$ cat src/rtl/sublime_nco_multi.sv
// Time-multiplexed phase-accumulator NCO: CHANNELS oscillators share one adder, serviced round-robin.
// Optional LFSR dither on the output address is built when SUBLIME_NCO_MULTI_DITHER_EN is defined.
module sublime_nco_multi #(
    parameter  int CHANNELS = 4,
    parameter  int ACC_W    = 32,
    parameter  int ADDR_W   = 8,
    localparam int CH_W     = $clog2(CHANNELS)
) (
    input  logic                clk,
    input  logic                rst_n,
    input  logic                enable,
    input  logic [CHANNELS-1:0] sync,
    input  logic                cfg_we,
    input  logic [CH_W-1:0]     cfg_ch,
    input  logic                cfg_sel,
    input  logic [ACC_W-1:0]    cfg_data,
    output logic [ADDR_W-1:0]   wave_addr,
    output logic [CH_W-1:0]     wave_ch,
    output logic                wave_valid
);

    logic [ACC_W-1:0] acc_reg    [CHANNELS];
    logic [ACC_W-1:0] freq_reg   [CHANNELS];
    logic [ACC_W-1:0] offset_reg [CHANNELS];
    logic [ACC_W-1:0] acc_next   [CHANNELS];
    logic [CH_W-1:0]  ch_reg;

    logic [CHANNELS-1:0] freq_we;
    logic [CHANNELS-1:0] offset_we;

    // Sync wins over the increment and applies whether or not the channel is serviced.
    generate
        for (genvar gi = 0; gi < CHANNELS; gi++) begin : g_chan
            logic svc;
            assign svc           = enable && (ch_reg == CH_W'(gi));
            assign freq_we[gi]   = cfg_we && (cfg_ch == CH_W'(gi)) && !cfg_sel;
            assign offset_we[gi] = cfg_we && (cfg_ch == CH_W'(gi)) &&  cfg_sel;
            assign acc_next[gi]  = sync[gi] ? '0
                                 : svc      ? acc_reg[gi] + freq_reg[gi]
                                 :            acc_reg[gi];
        end
    endgenerate

    logic [ACC_W-1:0] dither;

`ifdef SUBLIME_NCO_MULTI_DITHER_EN
    localparam int DITHER_W = ((ACC_W - ADDR_W) < 16) ? (ACC_W - ADDR_W) : 16;
    logic [15:0] lfsr_reg;

    always_ff @(posedge clk or negedge rst_n) begin
        if (!rst_n) begin
            lfsr_reg <= 16'hACE1;
        end else if (enable) begin
            lfsr_reg <= {lfsr_reg[14:0], lfsr_reg[15] ^ lfsr_reg[13] ^ lfsr_reg[12] ^ lfsr_reg[10]};
        end
    end

    generate
        if (DITHER_W > 0) begin : g_dither
            assign dither = ACC_W'(lfsr_reg[DITHER_W-1:0]);
        end else begin : g_no_dither
            assign dither = '0;
        end
    endgenerate
`else
    assign dither = '0;
`endif

    // Phase presented for the serviced channel; a synced channel reads as phase 0.
    logic [ACC_W-1:0] base_phase;
    logic [ACC_W-1:0] out_phase;

    always_comb begin
        base_phase = sync[ch_reg] ? '0 : acc_reg[ch_reg];
        out_phase  = base_phase + offset_reg[ch_reg] + dither;
    end

    always_ff @(posedge clk or negedge rst_n) begin
        if (!rst_n) begin
            for (int i = 0; i < CHANNELS; i++) begin
                acc_reg[i]    <= '0;
                freq_reg[i]   <= '0;
                offset_reg[i] <= '0;
            end
            ch_reg     <= '0;
            wave_addr  <= '0;
            wave_ch    <= '0;
            wave_valid <= 1'b0;
        end else begin
            for (int i = 0; i < CHANNELS; i++) begin
                acc_reg[i] <= acc_next[i];
                if (freq_we[i]) begin
                    freq_reg[i] <= cfg_data;
                end
                if (offset_we[i]) begin
                    offset_reg[i] <= cfg_data;
                end
            end
            wave_valid <= enable;
            if (enable) begin
                wave_addr <= out_phase[ACC_W-1 -: ADDR_W];
                wave_ch   <= ch_reg;
                ch_reg    <= ch_reg + 1'b1;
            end
        end
    end

endmodule

$ cat config.mk
export PLATFORM = sky130hd
export DESIGN_NAME = sublime_nco_multi
export DESIGN_NICKNAME = d
export VERILOG_FILES = /design/src/rtl/sublime_nco_multi.sv
export SDC_FILE = /design/constraint.sdc
export NUM_CORES = 1
export LEC_CHECK = 0
export BUFFER_PORTS_ARGS = -buffer_cell sky130_fd_sc_hd__buf_2
export CAP_MARGIN = 20
export CORE_MARGIN = 2
export CORE_UTILIZATION = 55
export DETAILED_ROUTE_END_ITERATION = 8
export MAX_ROUTING_LAYER = met4
export PLACE_DENSITY_LB_ADDON = 0.25
export SLEW_MARGIN = 20
export SYNTH_ARGS = -nofsm -noshare
export SYNTH_HDL_FRONTEND = slang
export SYNTH_SLANG_ARGS = --single-unit
export TNS_END_PERCENT = 100
$ cat constraint.sdc
create_clock -name clk -period 5.4 [get_ports clk]
set_input_delay 0.54 -clock clk [delete_from_list [all_inputs] [get_ports clk]]
set_output_delay 0.54 -clock clk [all_outputs]
set_load 0.1 [all_outputs]
======== Word-level counts from Yosys, hierarchy flattened ========
Index checks and enable logic that the tools add are counted.
storage, ports and cells
  output and inout bits ................... 11
  word-level logic and storage cells ...... 71
  input port bits ......................... 43
  register bits after elaboration ......... 397
operators by class
  reductions and logical operators ........ 23
  $add $sub $neg .......................... 6
  equality and inequality tests ........... 6
  bitwise operators ....................... 1
  multiplexer cells ....................... 17
  $lt $le $gt $ge ......................... 2
operators with widths
  operator                                                               count
  32-bit 2-to-1 mux                                                      13
  32-bit adder                                                           5
  32-bit binary-select mux with 2-bit select                             2
  1-bit logical AND                                                      16
  2-bit equality test, second input constant                             4
  2-bit nonzero test                                                     4
  2-bit by 1-bit equality test with 1-bit output, second input constant  2
  2-bit logical NOT                                                      2
  3-bit >= comparator, second input constant                             1
  2-bit by 3-bit < comparator with 1-bit output, second input constant   1
  2-bit NOT with 3-bit output                                            1
  2-bit by 1-bit adder with 2-bit output, second input constant          1
  1-bit binary-select mux with 2-bit select                              1
  1-bit logical NOT                                                      1
  1-bit 2-to-1 mux                                                       1

======== Longest topological paths before layout ========
Gate-level depths: netlist of run 1.
  depth after elaboration ................. 6
  depth in mapped cells ................... 16
  depth with buffers taken out ............ 13

======== Least setup slack after synthesis of run 1 ========
No wires, ideal clock.
  kind .................................... register to register
  from .................................... register ch_reg[0]
  to ...................................... register wave_addr[6]
  cell stages (with the launch flop) ...... 16
  library setup time ...................... 125 ps
  data required time ...................... 5275 ps
  setup slack ............................. 805 ps
  path buffers ............................ 4
  period minus slack after synthesis ...... 4595 ps
  arrival time ............................ 4469 ps
  cell sequence ........................... dfrtp_1 clkbuf_1 buf_2 buf_1 clkbuf_1 mux4_2 ha_1 or3_1 a31oi_1 o2111ai_1 a41oi_1 o21ai_0 nor2_1 o21bai_1 xor2_1 mux2_2
on the way
  word-level cells in the longest chain between the ends .. 6
  elaborated cells between the ends (all ways) .. 11
  classes of those cells .................. 1 x add/sub; 9 x mux; 1 x bitwise
RTL lines
  item                                                  RTL line  source
  start, declared                                       26        logic [CH_W-1:0] ch_reg;
  start signal, assigned                                103       ch_reg <= ch_reg + 1'b1;
  2-bit NOT with 3-bit output (implied by the code)     74, 75
  32-bit binary-select mux with 2-bit select            74        base_phase = sync[ch_reg] ? '0 : acc_reg[ch_reg];
  32-bit 2-to-1 mux (implied by the code) (2 in a row)  74
  32-bit 2-to-1 mux                                     74
  32-bit adder *                                        75        out_phase = base_phase + offset_reg[ch_reg] + dither;
  end signal, assigned                                  101       wave_addr <= out_phase[ACC_W-1 -: ADDR_W];
  end, declared                                         17        output logic [ADDR_W-1:0] wave_addr,
Mark *: on every way between the ends. The rest lies on a longest branch, timed or not. The select of a mux whose other input is x is not followed.
A chain may end at the register's enable or synchronous reset.

======== Worst setup path in the final report of run 1 ========
  from .................................... register ch_reg[0]
  to ...................................... register wave_addr[7]
The elaborated chain is that of the path after synthesis.

==> metrics.txt, run 1 <==
# TYPE chip_impl_metric gauge
chip_impl_metric{name="power_per_cell_area",unit="nW/um^2"} 462
chip_impl_metric{name="tns",unit="ps"} 0
chip_impl_metric{name="antenna_violations_before_repair",unit=""} 1
chip_impl_info{name="crit_top_cell",value="o21ai_0"} 1
chip_impl_metric{name="route.vias.total",unit=""} 17700
chip_impl_metric{name="hold_violations_final",unit=""} 0
chip_impl_info{name="layout_commonest_cell",value="dfrtp_1"} 1
chip_impl_metric{name="cts_max_level",unit=""} 2
chip_impl_info{name="cts_tree",value="built"} 1
chip_impl_metric{name="clock_tree.buffer_depth",unit=""} 3
chip_impl_info{name="critical_path.reg2reg.endpoint",value="wave_addr[7]"} 1
chip_impl_metric{name="critical_path.n_buffers_inverters",unit=""} 1
chip_impl_metric{name="clk_pin_slew",unit="ps"} 60
chip_impl_metric{name="post_synth_instance_area",unit="um^2"} 23400
chip_impl_metric{name="floorplan.initialDensity",unit="%"} 55.7
chip_impl_metric{name="final.setup.worst_slack",unit="ps"} 622
chip_impl_metric{name="grt_pass1_vias",unit=""} 17400
chip_impl_metric{name="synth-warning-count",unit=""} 0
chip_impl_metric{name="place_congestion",unit=""} 0.935
chip_impl_metric{name="wire_length_of_the_first_global_routing_pass",unit="mm"} 101
chip_impl_info{name="status",value="complete, no violations"} 1
chip_impl_metric{name="final_antenna_net_count",unit=""} 0
chip_impl_metric{name="drv.max_cap_violation_count",unit=""} 0
chip_impl_metric{name="i_o_buffers",unit=""} 53
chip_impl_info{name="cpMaxStageDelayCell",value="mux4_2"} 1
chip_impl_metric{name="post_drt_via_cell_ratio",unit=""} 6.41
chip_impl_metric{name="route.detailed.wl_per_inst",unit="um"} 23.4
chip_impl_info{name="yosysTopAreaCell",value="dfrtp_1"} 1
chip_impl_metric{name="dr.pass1.iters",unit=""} 6
chip_impl_metric{name="maxSlewHeadroom",unit="%"} 28.7
chip_impl_metric{name="yosys.cell_types.count",unit=""} 67
chip_impl_metric{name="clock_insertion_delay_worst_skew",unit="ps"} 570
chip_impl_metric{name="detail_route.drc_violations",unit=""} 0
chip_impl_info{name="layout.cells.most_common_list",value="395 x dfrtp_1, 265 x mux2_2, 234 x nand2_1"} 1
chip_impl_metric{name="worst-r2r-cell-count",unit=""} 13
chip_impl_metric{name="synth_sequential_area_ratio",unit="%"} 42.5
chip_impl_metric{name="cts_setup_buffers",unit=""} 0
chip_impl_metric{name="timing.final.crit_period",unit="ps"} 4780
chip_impl_metric{name="final_nets",unit=""} 2386
chip_impl_metric{name="total_power",unit="uW"} 11900
chip_impl_metric{name="post-route-period-util",unit="%"} 88.5
chip_impl_metric{name="slew_violations",unit=""} 0
chip_impl_metric{name="die_width",unit="um"} 210
chip_impl_metric{name="final_layout_size_suffix_gt1_share",unit="%"} 22.7
chip_impl_metric{name="fillers",unit=""} 3318
chip_impl_metric{name="fmax",unit="MHz"} 209
chip_impl_metric{name="ff2ff_setup_slack",unit="ps"} 620
chip_impl_metric{name="syn_nets",unit=""} 2345
chip_impl_metric{name="placeableCoreArea",unit="um^2"} 41900
chip_impl_metric{name="cts_num_sinks",unit=""} 397
chip_impl_metric{name="synth.avg_cell_area",unit="um^2"} 10.9
chip_impl_metric{name="max_stage_delay",unit="ps"} 770
chip_impl_info{name="hp-class",value="in -> async"} 1
chip_impl_metric{name="global_route_congestion_overflow_total",unit=""} 0
chip_impl_metric{name="crit_arrival",unit="ps"} 5230
chip_impl_metric{name="initialDrtViolationCount",unit=""} 1658
chip_impl_metric{name="synthToLayoutAreaGrowth",unit="%"} 10.1
chip_impl_info{name="worstSetupEndpointType",value="register"} 1
chip_impl_metric{name="yosys.area.top_type_share",unit="%"} 42.5
chip_impl_metric{name="cts_buffers",unit=""} 45
chip_impl_metric{name="critical_path_required",unit="ps"} 5860
chip_impl_metric{name="core.rowCount",unit=""} 75
chip_impl_metric{name="drt-total-wl",unit="mm"} 64.5
chip_impl_metric{name="ioPinCount",unit=""} 54
chip_impl_info{name="crit-reg2reg-launch",value="ch_reg[0]"} 1
chip_impl_info{name="crit_path_cell_trace",value="mux4_2 -> buf_4 -> nor2b_1 -> ha_1 -> o21a_1 -> o21ai_0 -> o2111ai_1 -> a41oi_1 -> o21ai_0 -> nor2_1 -> a21oi_1 -> xnor2_1 -> mux2_2"} 1
chip_impl_metric{name="place_ws",unit="ps"} 624
chip_impl_metric{name="post_layout_nonfiller_instances",unit=""} 2754
chip_impl_info{name="synth_area_leaders",value="dfrtp_1 43%, mux2_2 13%, ha_1 8.5%, mux4_2 6.1%, a21oi_1 4.6%"} 1
chip_impl_info{name="grt_setup_unrepaired",value="false"} 1
chip_impl_metric{name="multi_input_comb_area",unit="um^2"} 13000
chip_impl_metric{name="p_leak",unit="uW"} 0.0115
chip_impl_metric{name="finalSetupViolations",unit=""} 0
chip_impl_metric{name="cts_hold_repair.buffers",unit=""} 0
chip_impl_metric{name="synth_enable_flop_cells",unit=""} 0
chip_impl_metric{name="worst_slew_pin_slew",unit="ps"} 1070
chip_impl_metric{name="synth-seq-cells",unit=""} 397
chip_impl_metric{name="y_dimension_of_the_die",unit="um"} 210
chip_impl_metric{name="cts.repair.resized",unit=""} 0
chip_impl_info{name="cpLargestDelayFamily",value="compound AO/OA/AOI/OAI gates"} 1
chip_impl_metric{name="synthArstFlopShare",unit="%"} 100
chip_impl_info{name="yosys_most_used_dff",value="dfrtp_1"} 1
chip_impl_metric{name="max-vdd-ir-drop",unit="mV"} 0.263
chip_impl_metric{name="sequential_cell_area",unit="um^2"} 9940
chip_impl_info{name="worstSetupStartpointType",value="register"} 1
chip_impl_metric{name="grt_usage",unit="%"} 30.9
chip_impl_info{name="clock_tree.root_cell",value="clkbuf_16"} 1
chip_impl_metric{name="dp.final_hpwl",unit="mm"} 45.1
chip_impl_metric{name="grt_start_max_net_pins",unit=""} 106
chip_impl_metric{name="finClkSkew",unit="ps"} 15.9
chip_impl_info{name="worst-setup-path-type",value="reg -> reg"} 1
chip_impl_metric{name="die_area",unit="um^2"} 44100
chip_impl_metric{name="path_max_fanout",unit=""} 18
chip_impl_metric{name="place.detailed.instances",unit=""} 2673
chip_impl_metric{name="netlist_instances",unit=""} 2140
==> synth_stat cells, types with 6 or more instances <==
cell / n
mux2_2: 265
xnor2_1: 78
xor2_1: 33
buf_1: 10
nand4b_1: 6
inv_1: 27
nand3_1: 25
o21ai_0: 86
nand2_1: 234
and4_1: 6
nor2b_1: 43
o21a_1: 22
nor2_1: 94
dfrtp_1: 397
nand4_1: 14
nand2b_1: 21
o21bai_1: 20
and3_1: 14
a31oi_1: 12
clkbuf_1: 81
nor3b_1: 6
and2_1: 13
mux4_2: 63
nor3_1: 23
a211oi_1: 24
ha_1: 158
or3_1: 6
a21oi_1: 214
a21o_1: 48
o211ai_1: 12
==> cell families after synthesis <==
kind of cell               after synthesis  synth area share (%)
and+or+nand+nor                        522                  10.4
AOI/OAI and AO/OA                      498                  13.2
DFF                                    397                  42.5
muxes                                  331                  19.0
adders and majority gates              162                  8.81
buffers and inverters                  119                  1.92
xor gates and xnor gates               111                  4.16
==> metal layers <==
metal / up-vias / part of all wire [%] / global-route usage [%]
li1: 7939 / - / -
met1: 8896 / 44 / 42.7
met2: 689 / 45 / 46.7
met3: 134 / 7.4 / 5.21
met4: 0 / 3.1 / 10.1
met5: - / 0 / -
==> worst max path at each step <==
stage          slack [ps]  cells after the start            to  startpoint
3_5_place_dp          620                     13  wave_addr[7]   ch_reg[0]
2_1_floorplan         810                     15  wave_addr[6]   ch_reg[0]
5_1_grt               260                     14  wave_addr[7]   ch_reg[0]
3_3_place_gp          760                     14  wave_addr[7]     sync[2]
6_report              620                     13  wave_addr[7]   ch_reg[0]
4_1_cts               560                     13  wave_addr[7]   ch_reg[0]
==> power breakdown <==
part,switching [uW],internal [uW],leakage (uW)
Sequential,557,3620,0.00499
Clock,1230,1830,0.000719
Combinational,2610,2040,0.00580
==> metrics by stage <==
stage	utilization, %	instance area (um^2)	hold WS (ps)
global placement	57.8	24300	481
detailed placement	57.8	24300	487
finish	61.3	25700	2.40
global route	61.3	25700	67.9
CTS	61.3	25700	41.0
floorplan	-	23400	244
==> cell type report <==
class / count / share of cell area, %
Sequential cell: 397 / 38.7
Inverter: 27 / 0.394
Antenna cell: 1 / 0.00973
Tap cell: 539 / 2.62
Timing Repair Buffer: 86 / 2.13
Clock buffer: 69 / 5.16
Clock inverter: 11 / 0.516
Multi-Input combinational cell: 1624 / 50.5
(Power assumes the default switching activity.)
==> run 2: changes to the inputs <==
Clock period 5.4 ns to 5.1 ns, I/O delays scaled along.
==> metrics.txt, run 2 (synthesis results as in run 1) <==
# TYPE chip_impl_metric gauge
chip_impl_metric{name="final_antenna_net_count",unit=""} 0
chip_impl_metric{name="core.rowCount",unit=""} 75
chip_impl_metric{name="global_route_congestion_overflow_total",unit=""} 0
chip_impl_metric{name="place_congestion",unit=""} 0.906
chip_impl_metric{name="route.detailed.wl_per_inst",unit="um"} 23.6
chip_impl_metric{name="drt-total-wl",unit="mm"} 65.1
chip_impl_metric{name="critical_path_required",unit="ps"} 5550
chip_impl_metric{name="globalRouteMet1Util",unit="%"} 42.1
chip_impl_metric{name="grt_pass1_vias",unit=""} 17700
chip_impl_info{name="status",value="finished with violations"} 1
chip_impl_metric{name="sequential_cell_area",unit="um^2"} 9940
chip_impl_metric{name="grt_usage",unit="%"} 31.0
chip_impl_metric{name="grt_use_met2",unit="%"} 48.0
chip_impl_metric{name="placeableCoreArea",unit="um^2"} 41900
chip_impl_metric{name="die_area",unit="um^2"} 44100
chip_impl_metric{name="holdWs",unit="ps"} -1.17
chip_impl_metric{name="cts_buffers",unit=""} 44
chip_impl_metric{name="initialDrtViolationCount",unit=""} 1674
chip_impl_metric{name="dr.pass1.iters",unit=""} 5
chip_impl_metric{name="finalSetupViolations",unit=""} 0
chip_impl_metric{name="dp.final_hpwl",unit="mm"} 46.0
chip_impl_metric{name="route.vias.total",unit=""} 17600
chip_impl_info{name="layout_commonest_cell",value="dfrtp_1"} 1
chip_impl_metric{name="drv.max_cap_violation_count",unit=""} 0
chip_impl_metric{name="slew_violations",unit=""} 0
chip_impl_metric{name="max-vdd-ir-drop",unit="mV"} 0.291
chip_impl_metric{name="ff2ff_setup_slack",unit="ps"} 460
chip_impl_metric{name="wire_length_of_the_first_global_routing_pass",unit="mm"} 102
chip_impl_info{name="violated_checks",value="hold timing"} 1
chip_impl_metric{name="ioPinCount",unit=""} 54
chip_impl_info{name="cts_tree",value="built"} 1
chip_impl_metric{name="crit_arrival",unit="ps"} 5080
chip_impl_metric{name="maxSlewHeadroom",unit="%"} 28.6
chip_impl_metric{name="path_max_fanout",unit=""} 20
chip_impl_metric{name="finClkSkew",unit="ps"} 15.1
chip_impl_metric{name="clk_pin_slew",unit="ps"} 60
chip_impl_metric{name="final_layout_size_suffix_gt1_share",unit="%"} 22.8
chip_impl_metric{name="p_leak",unit="uW"} 0.0115
chip_impl_metric{name="cts_max_level",unit=""} 2
chip_impl_metric{name="post-route-period-util",unit="%"} 90.9
chip_impl_metric{name="die_width",unit="um"} 210
chip_impl_metric{name="fillers",unit=""} 3351
chip_impl_metric{name="clock_insertion_delay_worst_skew",unit="ps"} 570
chip_impl_metric{name="grt_start_max_net_pins",unit=""} 107
chip_impl_metric{name="cts_hold_repair.buffers",unit=""} 0
chip_impl_metric{name="grtUsageMet3",unit="%"} 5.66
chip_impl_info{name="worst-setup-path-type",value="reg -> reg"} 1
chip_impl_metric{name="synthToLayoutAreaGrowth",unit="%"} 10.1
chip_impl_info{name="worstSetupEndpointType",value="register"} 1
chip_impl_metric{name="multi_input_comb_area",unit="um^2"} 13000
chip_impl_metric{name="hold_violations_final",unit=""} 1
chip_impl_info{name="crit-reg2reg-launch",value="ch_reg[0]"} 1
chip_impl_info{name="layout.cells.most_common_list",value="395 x dfrtp_1, 265 x mux2_2, 234 x nand2_1"} 1
chip_impl_metric{name="worst-r2r-cell-count",unit=""} 14
chip_impl_metric{name="area_after_dpl",unit="um^2"} 24300
chip_impl_info{name="grt_setup_unrepaired",value="false"} 1
chip_impl_metric{name="y_dimension_of_the_die",unit="um"} 210
chip_impl_metric{name="power_per_cell_area",unit="nW/um^2"} 489
chip_impl_metric{name="tns",unit="ps"} 0
chip_impl_metric{name="layout.cell_area.non_filler",unit="um^2"} 25700
chip_impl_info{name="hp-class",value="in -> async"} 1
chip_impl_metric{name="clock_tree.buffer_depth",unit=""} 3
chip_impl_metric{name="cts_setup_buffers",unit=""} 0
chip_impl_metric{name="worst_slew_pin_slew",unit="ps"} 1070
chip_impl_metric{name="fmax",unit="MHz"} 216
chip_impl_info{name="clock_tree.root_cell",value="clkbuf_16"} 1
chip_impl_metric{name="floorplan.initialDensity",unit="%"} 55.7
chip_impl_metric{name="cts_num_sinks",unit=""} 397
chip_impl_metric{name="post_drt_via_cell_ratio",unit=""} 6.40
chip_impl_metric{name="antenna_violations_before_repair",unit=""} 1
chip_impl_metric{name="final_nets",unit=""} 2386
chip_impl_info{name="busiest_layer",value="met2"} 1
chip_impl_info{name="critical_path.reg2reg.endpoint",value="wave_addr[7]"} 1
chip_impl_metric{name="i_o_buffers",unit=""} 53
chip_impl_metric{name="total_power",unit="uW"} 12600
chip_impl_info{name="worstSetupStartpointType",value="register"} 1
chip_impl_metric{name="detail_route.drc_violations",unit=""} 0
chip_impl_metric{name="timing.final.crit_period",unit="ps"} 4640
[run 2: cell types whose count changed in the layout (fill, tap and decap cells not counted), sizes merged]
cell / previous run / this run
diode: 1 / 2
clkinv: 7 / 9
bufinv: 3 / 2
clkbuf: 69 / 66
buf: 86 / 87
[run 2: worst max-delay path, stage by stage, from the launching register on]
cell	delay, ps
dfrtp_4	710
mux4_2	720
buf_4	260
nor2b_1	140
ha_1	250
a211oi_1	240
nor2_1	80
nor4_1	240
o2111ai_1	390
a41oi_2	510
o21ai_0	200
nor2_1	240
a21oi_1	130
xnor2_1	140
mux2_2	260
[run 2: cell type report]
type	instances	share of cell area, %
antenna	2	0.0195
clock buffer	66	5.08
clock inverter	12	0.438
inverter	27	0.394
multi-input combinational	1624	50.6
sequential	397	38.7
tap	539	2.62
timing repair buffer	87	2.21
[run 2: what timing repair did]
item                       CTS  global route
hold endpoints to repair     0             0
setup endpoints to repair    0             1
gates resized for setup      0             1
[run 2: report_power, final]
part / switching, uW / internal (uW)
clock: 1320 / 1860
combinational: 2760 / 2170
sequential: 633 / 3840
[run 2: how the worst max path moves through the flow]
stage / from / to / slack, ps / depth (start not counted)
detailed placement: ch_reg[0] / wave_addr[7] / 320 / 14
CTS: ch_reg[0] / wave_addr[7] / 310 / 14
global route: ch_reg[0] / wave_addr[7] / 170 / 14
floorplan: ch_reg[0] / wave_addr[6] / 510 / 15
global placement: ch_reg[0] / wave_addr[7] / 420 / 14
finish: ch_reg[0] / wave_addr[7] / 460 / 14
[run 2: metal layers]
metal / vias up / wire, um
li1: 7939 / -
met1: 8962 / 28800
met4: 0 / 1590
met3: 103 / 4590
met5: - / 0
met2: 613 / 30200
[run 2: through the flow]
stage | utilization (%) | cells | setup slack [ps] | hold slack [ps]
after floorplan | - | 2140 | 505 | 214
after global placement | 57.9 | 2674 | 420 | 481
after detailed placement | 57.9 | 2674 | 323 | 488
after CTS | 61.3 | 2752 | 308 | 34.1
after global routing | 61.3 | 2753 | 167 | 75.8
final | 61.3 | 2754 | 464 | -1.17
==> run 3: changes to the inputs <==
Settings changed: REMOVE_ABC_BUFFERS set to 1.
==> metrics.txt, run 3 (synthesis results as in run 1) <==
# TYPE chip_impl_metric gauge
chip_impl_metric{name="finClkSkew",unit="ps"} 26.3
chip_impl_metric{name="core.rowCount",unit=""} 75
chip_impl_info{name="worstSetupStartpointType",value="register"} 1
chip_impl_metric{name="place_congestion",unit=""} 0.931
chip_impl_metric{name="cts_num_sinks",unit=""} 397
chip_impl_metric{name="clock_tree.buffer_depth",unit=""} 3
chip_impl_info{name="layout_commonest_cell",value="dfrtp_1"} 1
chip_impl_metric{name="path_max_fanout",unit=""} 19
chip_impl_metric{name="floorplan.initialDensity",unit="%"} 55.7
chip_impl_metric{name="dp.final_hpwl",unit="mm"} 44.6
chip_impl_metric{name="detail_route.drc_violations",unit=""} 0
chip_impl_metric{name="i_o_buffers",unit=""} 53
chip_impl_metric{name="route.vias.total",unit=""} 17500
chip_impl_metric{name="cts.repair.resized",unit=""} 0
chip_impl_metric{name="dr.pass1.iters",unit=""} 5
chip_impl_metric{name="final_antenna_net_count",unit=""} 0
chip_impl_info{name="cts_tree",value="built"} 1
chip_impl_metric{name="worst_slew_pin_slew",unit="ps"} 1030
chip_impl_metric{name="num_antenna_cells",unit=""} 0
chip_impl_metric{name="multi_input_comb_area",unit="um^2"} 13000
chip_impl_metric{name="p_leak",unit="uW"} 0.0116
chip_impl_metric{name="cts_max_level",unit=""} 2
chip_impl_metric{name="fmax",unit="MHz"} 213
chip_impl_metric{name="wl_met3",unit="mm"} 4.33
chip_impl_metric{name="wirelength_met1",unit="mm"} 28.8
chip_impl_metric{name="hold_violations_final",unit=""} 24
chip_impl_metric{name="wire_length_on_met2",unit="mm"} 29.3
chip_impl_metric{name="antenna_violations_before_repair",unit=""} 1
chip_impl_metric{name="max-vdd-ir-drop",unit="mV"} 0.387
chip_impl_metric{name="grt_usage",unit="%"} 30.6
chip_impl_metric{name="finalSetupViolations",unit=""} 0
chip_impl_info{name="dr.max_layer_used",value="met4"} 1
chip_impl_metric{name="crit_arrival",unit="ps"} 5160
chip_impl_metric{name="die_width",unit="um"} 210
chip_impl_metric{name="clk_pin_slew",unit="ps"} 60
chip_impl_metric{name="y_dimension_of_the_die",unit="um"} 210
chip_impl_metric{name="drv.max_cap_violation_count",unit=""} 0
chip_impl_info{name="grt_setup_unrepaired",value="false"} 1
chip_impl_info{name="layout.cells.most_common_list",value="395 x dfrtp_1, 265 x mux2_2, 234 x nand2_1"} 1
chip_impl_metric{name="placeableCoreArea",unit="um^2"} 41900
chip_impl_metric{name="route.detailed.wl_per_inst",unit="um"} 23.3
chip_impl_metric{name="final.setup.worst_slack",unit="ps"} 406
chip_impl_metric{name="post_drt_via_cell_ratio",unit=""} 6.36
chip_impl_metric{name="cts_buffers",unit=""} 45
chip_impl_metric{name="cts_setup_buffers",unit=""} 0
chip_impl_metric{name="initialDrtViolationCount",unit=""} 1619
chip_impl_metric{name="grt_start_max_net_pins",unit=""} 136
chip_impl_metric{name="place_ws",unit="ps"} 432
chip_impl_metric{name="maxSlewHeadroom",unit="%"} 29.5
chip_impl_info{name="violated_checks",value="hold timing"} 1
chip_impl_metric{name="timing.final.crit_period",unit="ps"} 4690
chip_impl_metric{name="die_area",unit="um^2"} 44100
chip_impl_metric{name="slew_violations",unit=""} 0
chip_impl_metric{name="synthToLayoutAreaGrowth",unit="%"} 10.6
chip_impl_metric{name="wire_length_of_the_first_global_routing_pass",unit="mm"} 101
chip_impl_metric{name="final_nets",unit=""} 2389
chip_impl_metric{name="holdWs",unit="ps"} -29.7
chip_impl_metric{name="ioPinCount",unit=""} 54
chip_impl_metric{name="post-route-period-util",unit="%"} 92.0
chip_impl_info{name="hp-class",value="in -> async"} 1
chip_impl_metric{name="sequential_cell_area",unit="um^2"} 9940
chip_impl_metric{name="clock_insertion_delay_worst_skew",unit="ps"} 580
chip_impl_metric{name="cts_hold_repair.buffers",unit=""} 0
chip_impl_metric{name="fillers",unit=""} 3307
chip_impl_metric{name="total_power",unit="uW"} 12800
chip_impl_metric{name="grt_pass1_vias",unit=""} 17400
chip_impl_info{name="status",value="finished with violations"} 1
chip_impl_metric{name="final_layout_size_suffix_gt1_share",unit="%"} 23.3
chip_impl_info{name="worstSetupEndpointType",value="register"} 1
chip_impl_metric{name="critical_path_required",unit="ps"} 5570
chip_impl_metric{name="drt-total-wl",unit="mm"} 64.3
chip_impl_info{name="worst-setup-path-type",value="reg -> reg"} 1
chip_impl_metric{name="power_per_cell_area",unit="nW/um^2"} 496
chip_impl_metric{name="global_route_congestion_overflow_total",unit=""} 0
chip_impl_info{name="clock_tree.root_cell",value="clkbuf_16"} 1
run 3: cell types whose count changed in the layout (fill, tap and decap cells not counted):
cell       before  now
a41oi_1         2    3
a41oi_2         2    1
and2_1         13   12
and2_2          0    1
buf_12          3    1
buf_4          31   35
bufinv_16       2    6
clkbuf_1       11    5
clkbuf_16      45   47
clkbuf_8       10    8
clkinv_2        9   12
clkinv_4        0    1
diode_2         2    0
inv_6           0    1
run 3: worst max-delay path, stage by stage, from the launching register on:
cell	delay, ps
dfrtp_4	650
mux4_2	790
nor2b_1	190
ha_1	270
a21oi_1	180
o21ai_0	270
nor4_1	420
o2111ai_1	330
a41oi_1	370
buf_4	190
o21ai_0	120
nor2_1	240
a21oi_1	130
xnor2_1	150
mux2_2	260
run 3: per-layer routing:
layer  global-route usage (%)  vias up
met2                     46.8      640
li1                         -     7945
met3                     4.13      113
met1                     42.4     8835
met4                     10.0        0
met5                        -        -
run 3: metrics by stage:
| step | setup TNS, ps | area, um^2 | std cells | utilization [%] |
|---|---|---|---|---|
| final | 0 | 25800 | 2757 | 61.6 |
| after global routing | 0 | 25800 | 2757 | 61.6 |
| after CTS | 0 | 25800 | 2757 | 61.6 |
| after detailed placement | 0 | 24300 | 2676 | 57.9 |
| after global placement | 0 | 24300 | 2676 | 57.9 |
| after floorplan | -4050 | 23000 | 2048 | - |
run 3: final cells by class:
class | instances | area share, %
tap | 539 | 2.61
inverter | 27 | 0.392
clock buffer | 60 | 5.05
clock inverter | 21 | 1.03
sequential | 397 | 38.5
timing repair buffer | 89 | 2.16
multi-input combinational | 1624 | 50.3
run 3: worst paths after layout:
path                           startpoint              end  slack [ps]  cells past startpoint
hold reg to reg            offset_reg[88]   offset_reg[88]         500                      1
min in group clk             cfg_data[31]    freq_reg[127]         260                      3
max in group asynchronous           rst_n  offset_reg[111]        3760                      2
setup reg to reg                ch_reg[0]     wave_addr[7]         410                     14
hold / removal                      rst_n     acc_reg[108]         -30                      1
setup / recovery                ch_reg[0]     wave_addr[7]         410                     14
run 3: where the power goes:
group          total [uW]  leakage, uW  switching, uW  internal (uW)
registers            4430      0.00499            591           3840
clock network        3430     0.000783           1330           2100
logic                4950      0.00581           2780           2170
total               12800       0.0116           4710           8100
